File: src/rtl/mini_cpu_prog_loader.sv
// rtl/mini_cpu_prog_loader.sv - byte-stream program loader for the mini_cpu instruction memory
//
// Purpose: accepts a program over a valid/ready stream, writes it into
//   instruction memory words 0..DEPTH-1, pads the unused tail with PAD_WORD,
//   and holds the CPU in reset until the whole image has been written.
// Ports:
//   clk, rst_n         clock (rising edge), asynchronous active-low reset
//   start              one-cycle pulse that begins a (re)load
//   s_valid/s_ready    stream handshake; s_data is the word, s_last marks the final one
//   mem_we/addr/wdata  instruction memory write port (one cycle per word)
//   cpu_rst_n          active-low reset to the CPU, released after the image is complete
//   load_done          image written and CPU running
//   load_err           DEPTH words arrived without s_last
module mini_cpu_prog_loader #(
    parameter int                 ADDR_W   = 3,
    parameter int                 DATA_W   = 8,
    parameter logic [DATA_W-1:0]  PAD_WORD = '0
) (
    input  logic              clk,
    input  logic              rst_n,
    input  logic              start,
    input  logic              s_valid,
    output logic              s_ready,
    input  logic [DATA_W-1:0] s_data,
    input  logic              s_last,
    output logic              mem_we,
    output logic [ADDR_W-1:0] mem_addr,
    output logic [DATA_W-1:0] mem_wdata,
    output logic              cpu_rst_n,
    output logic              load_done,
    output logic              load_err
);

    localparam int              DEPTH    = 2 ** ADDR_W;
    // idx carries one extra bit so a full count is distinguishable from zero.
    localparam logic [ADDR_W:0] LAST_IDX = (ADDR_W + 1)'(DEPTH - 1);
    localparam logic [ADDR_W:0] IDX_ONE  = (ADDR_W + 1)'(1);

    typedef enum logic [2:0] {
        IDLE,
        LOAD,
        FILL,
        DONE,
        RUN,
        ERR
    } state_t;

    state_t              state;
    state_t              state_nxt;
    logic [ADDR_W:0]     idx;
    logic [ADDR_W:0]     idx_nxt;
    logic                s_ready_nxt;
    logic                mem_we_nxt;
    logic [ADDR_W-1:0]   mem_addr_nxt;
    logic [DATA_W-1:0]   mem_wdata_nxt;
    logic                cpu_rst_n_nxt;
    logic                load_done_nxt;
    logic                load_err_nxt;
    logic                xfer;

    // s_ready is a register, so a transfer is always judged on the value
    // the upstream side saw during the cycle.
    assign xfer = s_valid & s_ready;

    always_comb begin
        state_nxt     = state;
        idx_nxt       = idx;
        mem_we_nxt    = 1'b0;
        mem_addr_nxt  = mem_addr;
        mem_wdata_nxt = mem_wdata;
        cpu_rst_n_nxt = cpu_rst_n;
        load_done_nxt = load_done;
        load_err_nxt  = load_err;

        case (state)
            IDLE: begin
                if (start) begin
                    state_nxt = LOAD;
                    idx_nxt   = '0;
                end
            end

            LOAD: begin
                if (xfer) begin
                    mem_we_nxt    = 1'b1;
                    mem_addr_nxt  = idx[ADDR_W-1:0];
                    mem_wdata_nxt = s_data;
                    idx_nxt       = idx + IDX_ONE;
                    if (idx == LAST_IDX) begin
                        if (s_last) begin
                            state_nxt = DONE;
                        end else begin
                            // Memory is full but the program has not ended;
                            // the word is still written so the image is inspectable.
                            state_nxt    = ERR;
                            load_err_nxt = 1'b1;
                        end
                    end else if (s_last) begin
                        state_nxt = FILL;
                    end
                end
            end

            FILL: begin
                mem_we_nxt    = 1'b1;
                mem_addr_nxt  = idx[ADDR_W-1:0];
                mem_wdata_nxt = PAD_WORD;
                idx_nxt       = idx + IDX_ONE;
                if (idx == LAST_IDX) begin
                    state_nxt = DONE;
                end
            end

            DONE: begin
                // DONE is entered on the edge that issues the final write, so
                // mem_we is still high on the first cycle here. Waiting for it
                // to drop guarantees the memory has taken the last word before
                // the CPU leaves reset.
                if (!mem_we) begin
                    state_nxt     = RUN;
                    cpu_rst_n_nxt = 1'b1;
                    load_done_nxt = 1'b1;
                end
            end

            RUN: begin
                if (start) begin
                    state_nxt     = LOAD;
                    idx_nxt       = '0;
                    cpu_rst_n_nxt = 1'b0;
                    load_done_nxt = 1'b0;
                end
            end

            ERR: begin
                if (start) begin
                    state_nxt    = LOAD;
                    idx_nxt      = '0;
                    load_err_nxt = 1'b0;
                end
            end

            default: begin
                state_nxt     = IDLE;
                idx_nxt       = '0;
                cpu_rst_n_nxt = 1'b0;
                load_done_nxt = 1'b0;
                load_err_nxt  = 1'b0;
            end
        endcase

        // Ready is registered from the next state, so it falls on the same
        // edge that accepts the final word and no extra word slips in.
        s_ready_nxt = (state_nxt == LOAD);
    end

    always_ff @(posedge clk or negedge rst_n) begin
        if (!rst_n) begin
            state     <= IDLE;
            idx       <= '0;
            s_ready   <= 1'b0;
            mem_we    <= 1'b0;
            mem_addr  <= '0;
            mem_wdata <= '0;
            cpu_rst_n <= 1'b0;
            load_done <= 1'b0;
            load_err  <= 1'b0;
        end else begin
            state     <= state_nxt;
            idx       <= idx_nxt;
            s_ready   <= s_ready_nxt;
            mem_we    <= mem_we_nxt;
            mem_addr  <= mem_addr_nxt;
            mem_wdata <= mem_wdata_nxt;
            cpu_rst_n <= cpu_rst_n_nxt;
            load_done <= load_done_nxt;
            load_err  <= load_err_nxt;
        end
    end

endmodule

File: config.mk
export PLATFORM = sky130hd
export DESIGN_NAME = mini_cpu_prog_loader
export DESIGN_NICKNAME = d
export VERILOG_FILES = /design/src/rtl/mini_cpu_prog_loader.sv
export SDC_FILE = /design/constraint.sdc
export NUM_CORES = 1
export LEC_CHECK = 0
export CELL_PAD_IN_SITES_DETAIL_PLACEMENT = 1
export CELL_PAD_IN_SITES_GLOBAL_PLACEMENT = 2
export CORE_UTILIZATION = 27
export CTS_BUF_LIST = sky130_fd_sc_hd__clkbuf_8
export CTS_CLUSTER_DIAMETER = 120
export DETAILED_ROUTE_END_ITERATION = 6
export PLACE_DENSITY_LB_ADDON = 0.25
export SLEW_MARGIN = 40
export SYNTH_ARGS = -nofsm -noshare
export SYNTH_HDL_FRONTEND = slang
export SYNTH_SLANG_ARGS = --single-unit
File: constraint.sdc
create_clock -name clk -period 1.4 [get_ports clk]
set_clock_uncertainty 0.1 [all_clocks]
set_input_delay 0.42 -clock clk [delete_from_list [all_inputs] [get_ports clk]]
set_output_delay 0.42 -clock clk [all_outputs]
set_load 0.005 [all_outputs]
==> flow_summary.ini <==
[outcome]
status = complete, but fails checks
violations = negative setup slack

[yosys]
ys_warn_count = 0
synth_seq_cells = 22
ys_types = 35
syn_area_um2 = 1010
seq_area_frac_synth_pct = 54.3
synth_nets = 103
syn-instance-count = 89
avgSynthCellArea_um2 = 11.4

[clock_tree]
clk_pin_slew_ns = 0.08
cts_buffer_depth = 2
clock_sinks = 22
cts-root-buf = clkbuf_8
cts_tree = built
cts-hold-fix-buffers = 0
clk_latency_ns = 0.26
cts_buffers = 3
htree_levels = 1

[setup_path]
slowest_delay_ns = 0.45
crit_arrival_ns = 1.66
path_max_fanout = 6
cp_common_cell = buf_4
path_cells = buf_4 -> nand4b_4 -> buf_4 -> nor2_2 -> a221o_1 -> nor3b_2
crit_required_ns = 1.48
cp-end-kind = flip-flop
criticalPathCategory = reg -> reg
critical_path.slowest_cell = dfrtp_2
cp-start-kind = flip-flop

[final_layout]
layout-drive-gt1-share_pct = 49.0
register_area_um2 = 553
diodes = 0
nets = 168
layout-area-overhead-vs-synth_pct = 66.6
multiInputGateArea_um2 = 497
fill_cells = 405
final_cells = 199

[floorplanning]
die_area_um2 = 4010
die_h_um = 63.3
core.rowCount = 21
floorplan.initialDensity_pct = 29.3
coreArea_um2 = 3470
die_x_um = 63.3
num_io_pins = 29

[grt]
antenna_found_initial = 0
grt_busiest_layer = met2
grt_pass1_vias = 1061
grt_max_degree = 23
grt.total_usage_pct = 15.5
grt_util_met1_pct = 18.0
gr-usage-met2_pct = 29.3
gr-total-overflow = 0
use_met3_pct = 2.72
grt_pass1_wl_um = 4870

[sta]
fmax_mhz = 635
setup_violations = 19
rsz0062_at_grt = true
fin_ws_ns = -0.175
slew_headroom_pct = 80.2
slew_violations = 0
period_share_pct = 113
worst_pin_slew_ns = 0.296
report.final.hold_viol_count = 0
fin_crit_ns = 1.58

[routing]
routed_wl_um = 2980
first_pass_iters = 4
drtIter0Drc = 34
viasPerCell = 4.75
route.vias.total = 946
antenna_left = 0
drc = 0
wl_per_cell_um = 15.0

[power]
power_density_nw_per_um2 = 2110
p_leak_nw = 0.812
peakVddDrop_mv = 0.710

[hold_path]
hold_class = reg -> reg

[placement]
hpwlAfterDp_um = 1970
place_congestion = 0.789
port_buffers = 28
pre_cts_slack_ns = -0.548
placed_cells = 184

[run]
drv_cap = 0
-- layout by cell type, fill, tap and decap left out, types with 2 or more instances in the layout --
master and n:
nand2_1 11, clkbuf_2 11, a21oi_2 2, dfrtp_2 2, clkdlybuf4s15_1 2, a21oi_1 2, buf_4 33, dlygate4sd2_1 3
clkdlybuf4s50_1 9, inv_1 2, nor3b_2 2, nand3b_1 3, dfrtp_1 20, buf_2 2, nor2_1 2, nand2b_1 2
o21ai_1 2, clkbuf_8 4, a22o_1 9, buf_6 4, nor2_2 2
-- report_power, final --
| group | leakage (nW) | switching, W | total, W | internal (W) |
|---|---|---|---|---|
| clock network | 0.0288 | 0.000204 | 0.000454 | 0.000250 |
| logic | 0.510 | 0.000839 | 0.00203 | 0.00119 |
| registers | 0.273 | 0.000178 | 0.00108 | 0.000902 |
| total | 0.812 | 0.00122 | 0.00356 | 0.00234 |
-- worst max-delay path: cells and delay by family, from the launching register on --
kind	cells	cell delay [ns]
flip-flops	1	0.45
AND/OR/NAND/NOR	3	0.31
AO/OA/AOI/OAI	1	0.34
buffers and inverters	2	0.29
-- kinds of logic (layout without fill, tap and decap cells) --
logic type	after synthesis	in the layout	share of synthesized area [%]
flops	22	22	54.3
compound gates	25	25	18.6
xor+xnor	1	1	0.863
simple gates	32	32	20.3
buf+inv	8	72	4.69
fa+ha+maj	1	1	1.23
-- registers in the layout, indices dropped and copies added (netlist names) --
signal	flops
idx	4
load_err	1
mem_addr	3
s_ready	1
load_done	1
mem_we	1
mem_wdata	8
state	3
-- per-stage QoR --
stage / setup TNS, ns / utilization [%] / total power (W) / area [um2] / hold WS, ns
6_report: -1.79 / 48.7 / 0.00356 / 1690 / 0.389
2_1_floorplan: 0 / - / 0.00192 / 1020 / 0.0244
3_3_place_gp: -9.42 / 44.0 / 0.00275 / 1530 / 0.366
5_1_grt: -2.73 / 48.7 / 0.00382 / 1690 / 0.420
4_1_cts: -1.02 / 47.9 / 0.00342 / 1660 / 0.397
3_5_place_dp: -10.03 / 44.0 / 0.00279 / 1530 / 0.372
-- final timing paths --
kind                                   from           to  slack (ns)  cells after the start
worst max-delay path               state[0]      s_ready       -0.18                      6
worst min register to register  mem_addr[1]  mem_addr[1]        0.39                      2
min in group asynchronous             rst_n     state[0]        0.40                      2
max in group asynchronous             rst_n     state[1]        0.65                      2
worst max register to register     state[0]      s_ready       -0.18                      6
worst min-delay path            mem_addr[1]  mem_addr[1]        0.39                      2
-- synth_stat cells --
master    number  area, um2
xnor2_1        1       8.76
nand2_1       11       41.3
inv_1          3       11.3
o21ai_0        3       15.0
buf_6          1       11.3
a21oi_1        4       20.0
nand3b_1       3       22.5
a21o_1         1       7.51
nor4b_1        1       8.76
nor3b_1        1       7.51
buf_4          2       15.0
nand4b_4       1       23.8
a221o_1        1       10.0
buf_2          2       10.0
or3_1          1       6.26
nor3b_2        1       12.5
nor2_1         3       11.3
nor2_2         1       6.26
a31oi_1        1       6.26
a311o_1        1       10.0
or2b_1         1       7.51
o22a_1         1       8.76
and4b_1        1       10.0
a22o_1         9       78.8
dfrtp_1       22        551
ha_1           1       12.5
nand2b_1       3       18.8
a211o_1        1       8.76
or3b_1         1       8.76
nor4_1         1       6.26
a22oi_1        1       7.51
and2b_4        1       10.0
a41oi_1        1       8.76
o21bai_1       1       7.51
nand3_1        1       5.00
-- cell type report --
class                   count  area share (%)
clock buffers               4            3.26
inverters                   3           0.814
multi-input cells          59            29.4
flip-flops and latches     22            32.7
well taps                  46            3.40
repair buffers             65            30.4
-- routing by layer --
| metal | up-vias | wire length [um] |
|---|---|---|
| li1 | 451 | - |
| met1 | 473 | 1180 |
| met2 | 20 | 1680 |
| met3 | 2 | 117 |
| met4 | 0 | 12 |
| met5 | - | 0 |
-- repair_timing --
item | 4_1_cts | 5_1_grt
pin swaps | 7 | 1
setup buffers | 9 | 4
resized for setup | 52 | 26
endpoints found under the setup margin | 37 | 32
gates cloned | 0 | 0
No activity file was read; power rests on OpenSTA's default activity.
